[src/rtl/axi_decerr_slave.sv]
// Default AXI4 responder for unmapped addresses: drains writes and answers reads with RESP.
// Write and read channels are served by two independent FSMs; outputs depend on registered state only.
//
// state   | meaning
// W_IDLE  | waiting for AW (aw_ready=1)
// W_DATA  | draining W beats until w_last (w_ready=1)
// W_RESP  | presenting B until b_ready (b_valid=1)
// R_IDLE  | waiting for AR (ar_ready=1)
// R_DATA  | returning len+1 R beats (r_valid=1)
module axi_decerr_slave #(
   parameter int unsigned ID_WIDTH   = 4,
   parameter int unsigned DATA_WIDTH = 64,
   parameter logic [1:0]  RESP       = 2'b11,
   parameter logic [63:0] RDATA      = 64'hBADCAB1E
) (
   input  logic                  clk_i,
   input  logic                  rst_ni,
   input  logic [ID_WIDTH-1:0]   aw_id_i,
   input  logic                  aw_valid_i,
   output logic                  aw_ready_o,
   input  logic                  w_last_i,
   input  logic                  w_valid_i,
   output logic                  w_ready_o,
   output logic [ID_WIDTH-1:0]   b_id_o,
   output logic [1:0]            b_resp_o,
   output logic                  b_valid_o,
   input  logic                  b_ready_i,
   input  logic [ID_WIDTH-1:0]   ar_id_i,
   input  logic [7:0]            ar_len_i,
   input  logic                  ar_valid_i,
   output logic                  ar_ready_o,
   output logic [ID_WIDTH-1:0]   r_id_o,
   output logic [DATA_WIDTH-1:0] r_data_o,
   output logic [1:0]            r_resp_o,
   output logic                  r_last_o,
   output logic                  r_valid_o,
   input  logic                  r_ready_i
);

   localparam logic [DATA_WIDTH-1:0] RDATA_W = DATA_WIDTH'(RDATA);

   typedef enum logic [1:0] {W_IDLE, W_DATA, W_RESP} w_state_e;
   typedef enum logic       {R_IDLE, R_DATA}         r_state_e;

   w_state_e            w_state_q, w_state_d;
   r_state_e            r_state_q, r_state_d;
   logic [ID_WIDTH-1:0] aw_id_q, aw_id_d;
   logic [ID_WIDTH-1:0] ar_id_q, ar_id_d;
   logic [7:0]          len_q, len_d;
   logic [7:0]          cnt_q, cnt_d;

   always_ff @(posedge clk_i or negedge rst_ni) begin
      if (!rst_ni) begin
         w_state_q <= W_IDLE;
         r_state_q <= R_IDLE;
         aw_id_q   <= '0;
         ar_id_q   <= '0;
         len_q     <= '0;
         cnt_q     <= '0;
      end else begin
         w_state_q <= w_state_d;
         r_state_q <= r_state_d;
         aw_id_q   <= aw_id_d;
         ar_id_q   <= ar_id_d;
         len_q     <= len_d;
         cnt_q     <= cnt_d;
      end
   end

   always_comb begin
      w_state_d  = w_state_q;
      aw_id_d    = aw_id_q;
      aw_ready_o = 1'b0;
      w_ready_o  = 1'b0;
      b_valid_o  = 1'b0;
      case (w_state_q)
         W_IDLE: begin
            aw_ready_o = 1'b1;
            if (aw_valid_i) begin
               aw_id_d   = aw_id_i;
               w_state_d = W_DATA;
            end
         end
         W_DATA: begin
            // burst length comes from w_last alone; AW len is not ported
            w_ready_o = 1'b1;
            if (w_valid_i && w_last_i) w_state_d = W_RESP;
         end
         W_RESP: begin
            b_valid_o = 1'b1;
            if (b_ready_i) w_state_d = W_IDLE;
         end
         default: w_state_d = W_IDLE;
      endcase
   end

   assign b_id_o   = aw_id_q;
   assign b_resp_o = RESP;

   always_comb begin
      r_state_d  = r_state_q;
      ar_id_d    = ar_id_q;
      len_d      = len_q;
      cnt_d      = cnt_q;
      ar_ready_o = 1'b0;
      r_valid_o  = 1'b0;
      r_last_o   = 1'b0;
      case (r_state_q)
         R_IDLE: begin
            ar_ready_o = 1'b1;
            if (ar_valid_i) begin
               ar_id_d   = ar_id_i;
               len_d     = ar_len_i;
               cnt_d     = '0;
               r_state_d = R_DATA;
            end
         end
         R_DATA: begin
            r_valid_o = 1'b1;
            r_last_o  = (cnt_q == len_q);
            // the final beat leaves cnt at len, so len=255 never wraps
            if (r_ready_i) begin
               if (cnt_q == len_q) r_state_d = R_IDLE;
               else                cnt_d     = cnt_q + 8'd1;
            end
         end
         default: r_state_d = R_IDLE;
      endcase
   end

   assign r_id_o   = ar_id_q;
   assign r_data_o = RDATA_W;
   assign r_resp_o = RESP;

endmodule
[config.mk]
export PLATFORM = sky130hd
export DESIGN_NAME = axi_decerr_slave
export DESIGN_NICKNAME = d
export VERILOG_FILES = /design/src/rtl/axi_decerr_slave.sv
export SDC_FILE = /design/constraint.sdc
export NUM_CORES = 1
export LEC_CHECK = 0
export BUFFER_PORTS_ARGS = -buffer_cell sky130_fd_sc_hd__buf_4
export CELL_PAD_IN_SITES_DETAIL_PLACEMENT = 1
export CELL_PAD_IN_SITES_GLOBAL_PLACEMENT = 1
export CORE_ASPECT_RATIO = 1.25
export CORE_MARGIN = 5
export CORE_UTILIZATION = 31
export DETAILED_ROUTE_END_ITERATION = 10
export PLACE_DENSITY_LB_ADDON = 0.1
export SKIP_CTS_REPAIR_TIMING = 1
export SKIP_LAST_GASP = 1
export SLEW_MARGIN = 5
export SYNTH_ARGS = -nofsm -noshare
export SYNTH_HDL_FRONTEND = slang
export SYNTH_SLANG_ARGS = --single-unit
[constraint.sdc]
create_clock -name clk_i -period 1.7 [get_ports clk_i]
set_input_delay 0.51 -clock clk_i [delete_from_list [all_inputs] [get_ports clk_i]]
set_output_delay 0.51 -clock clk_i [all_outputs]
set_load 0.01 [all_outputs]
==> results.md <==
* Outcome: finished, violations left
* Violated checks: negative setup slack
* Final core occ at 0.3725
* Power Density at 1203 mW/mm2
* DRT iter0 DRCs at 33
* Reg2reg setup slack at -0.17 ns
* Distinct cells, synth at 33
* Yosys reg bits at 27
* Post-route cell area at 0.002138 mm2
* Synth area leader: dfrtp_1
* Worst R2R End: cnt_q[7]
* Non-Filler Instances at 303
* Internal at 1.669 mW
* Chip Height at 95.36 um
* CTS Buf Count at 3
* Drt wl/cell at 13.21 um
* Net Switching at 0.9033 mW
* Std cell rows at 31
* Final Skew at 0.002769 ns
* Arrival time worst endpoint at 1.48 ns
* DRT Wirelength at 4.004 mm
* DP HPWL at 3.295 mm
* Clock power frac at 0.142
* Seq/Total Area, Yosys at 0.3740
* Critical Path Fanout Max at 3
* Peak VDD IR at 381.1 uV
* Die Wd at 78.28 um
* R2R Path Start: len_q[3]
* Vias at 1244
* IO Port Bufs at 37
* DRT Pass-1 Iters at 2
* Sw Ratio at 0.3511
* Worst-path cell chain: xnor2_1 > nand3_2 > buf_4 > nor3_4 > buf_6
* Critical Path End Type: primary output
* Leakage at 1.078 nW
* EDFF count, synth at 0
* IO Pins at 106
* Antenna violations before repair at 0
* Largest stage delay, worst path at 0.40 ns
* Root buffer cell: clkbuf_8
* Critical path class: reg2out
* Tmin final at 1.986 ns
* Mapped cell area at 0.001807 mm2
* Top-area cell type share of the netlist area at 0.3740
* Slew Limit Fails at 0
* Final WS setup at -0.2864 ns
* Area after DPL at 0.002004 mm2
* Slowest-stage cell, CP: dfrtp_1
* Top layer in use: met4
* First-pass GRT wire length at 6.320 mm
* Area Overhead vs Synth at 18.35%
* ANT nets after route at 0
* Core area at 0.005741 mm2
* Worst-Skew Late Latency at 0.27 ns
* Worst-path clk slew at 0.09 ns
* Most frequent cells in the layout: 68 x conb_1, 55 x buf_4, 27 x dfrtp_1
* WL met3 at 259 um
* Dpl cells at 296
* Number of synthesis warnings at 0
* Number of global-route vias before repair at 1355
* GRT Util Overall at 0.1043
* Fraction of layout instances using a drive strength above 1 at 0.3755
* FFs w/ async S/R, synth at 1.000
* Nets at 263
* Fin crit share at 1.168
* Post-Synthesis Cells at 182
* Maximum clock rate at 503.4 MHz
* Required @ worst endpoint at 1.19 ns
* Drc violations at 0
* Pin count of the biggest net entering global routing at 28
* Initial core utilization at 0.3147
* CTS tree: built
* Diodes inserted at 0
* Sequential power share at 0.408
* Part of the power in combinational logic at 0.450
* Final Setup Violations at 5
* CP startpoint kind: register
* Unrepaired setup endpoints after global routing: yes
* Commonest non-fill, non-tap cell in the layout: conb_1
* HP Class: in2async
* Prevailing post-synth register cell: dfrtp_1
* Top cells by area, synth: dfrtp_1 37%, buf_4 28%, mux2_2 10%, xnor2_1 3.9%, nand3_1 3.0%
* Final GP Congestion at 0.8084
* Met1 Wirelength at 1.490 mm
* CTS H-tree depth at 1
* Met2 wire len at 2.224 mm
* Number of max-cap violations at 0
* Overflow after GRT at 0
* Total Power at 2.573 mW
* DR vias/cell at 4.106
* CTS max path bufs at 2
* Total die area at 0.007464 mm2
* Worst r2r path cells at 7
* Clk sink count at 27
* Final Hold Fails at 0
* Synth Area per Inst at 9.927 um2
stage by stage:
step                worst slack, ns  hold WS, ns  TNS (ns)
floorplan                   0.06669       0.2144         0
global placement           -0.05420       0.4503  -0.07340
detailed placement          -0.1103       0.4538   -0.2643
CTS                         -0.4009       0.1463   -0.7352
global route                -0.3880       0.1564    -1.471
finish                      -0.2864       0.1350   -0.6056
synthesized netlist by cell type (2+ instances only):
cell,instances
dfrtp_1,27
xnor2_1,8
or4_1,3
mux2_2,16
a21oi_1,2
o31ai_1,2
nand3_1,11
inv_1,3
o21ai_0,5
conb_1,2
buf_4,68
nor2_1,5
nand2_1,7
o21ai_1,2
nor2b_1,3
worst max path at each step:
stage,startpoint,end,slack (ns)
after detailed placement,cnt_q[2],cnt_q[7],-0.11
after global routing,len_q[3],r_last_o,-0.39
after global placement,ar_valid_i,cnt_q[3],-0.05
after floorplan,ar_valid_i,cnt_q[4],0.07
final,len_q[3],r_last_o,-0.29
after CTS,cnt_q[2],r_last_o,-0.40
worst max-delay path: cells and delay by family, from the launching register on:
family                 cells  cell delay, ns
flip-flops                 1            0.40
AND/OR/NAND/NOR            2            0.31
buffers and inverters      2            0.29
XOR/XNOR                   1            0.20
layer usage:
metal  track usage  vias to the layer above
li1              -                      583
met1        0.1159                      607
met2        0.1986                       50
met3       0.02836                        4
met4       0.02187                        0
met5             0                        -
registers in the layout, summed over array words and instances (netlist names):
register	count
b_id_o	4
cnt_q	8
len_q	8
r_id_o	4
r_state_q	1
w_state_q	2
power by group through the flow:
stage / clock network (mW) / registers (mW) / logic, mW
floorplan: 0 / 1.08 / 0.642
global placement: 0 / 1.04 / 1.02
detailed placement: 0 / 1.05 / 1.04
CTS: 0.386 / 1.04 / 1.04
global route: 0.423 / 1.08 / 1.27
finish: 0.364 / 1.05 / 1.16
area by class of cell:
type                       instances  area, um2
multi-input combinational        147      898.4
inverter                           3      11.26
clock buffer                       3      41.29
sequential                        27      675.6
tap                               66      82.58
timing repair buffer              56      424.2
clock inverter                     1      5.005
fill                             709       3602
kinds of logic after synthesis:
family | after synthesis | synth area share
AO/OA/AOI/OAI | 18 | 0.06856
XOR/XNOR | 8 | 0.03878
adder cells (fa/ha/maj) | 1 | 0.006924
buffers and inverters | 74 | 0.2999
flip-flops | 27 | 0.3740
multiplexers | 16 | 0.09972
other | 2 | 0.004157
AND/OR/NAND/NOR | 36 | 0.1080
Note: power is estimated with default switching activity, not from simulation.
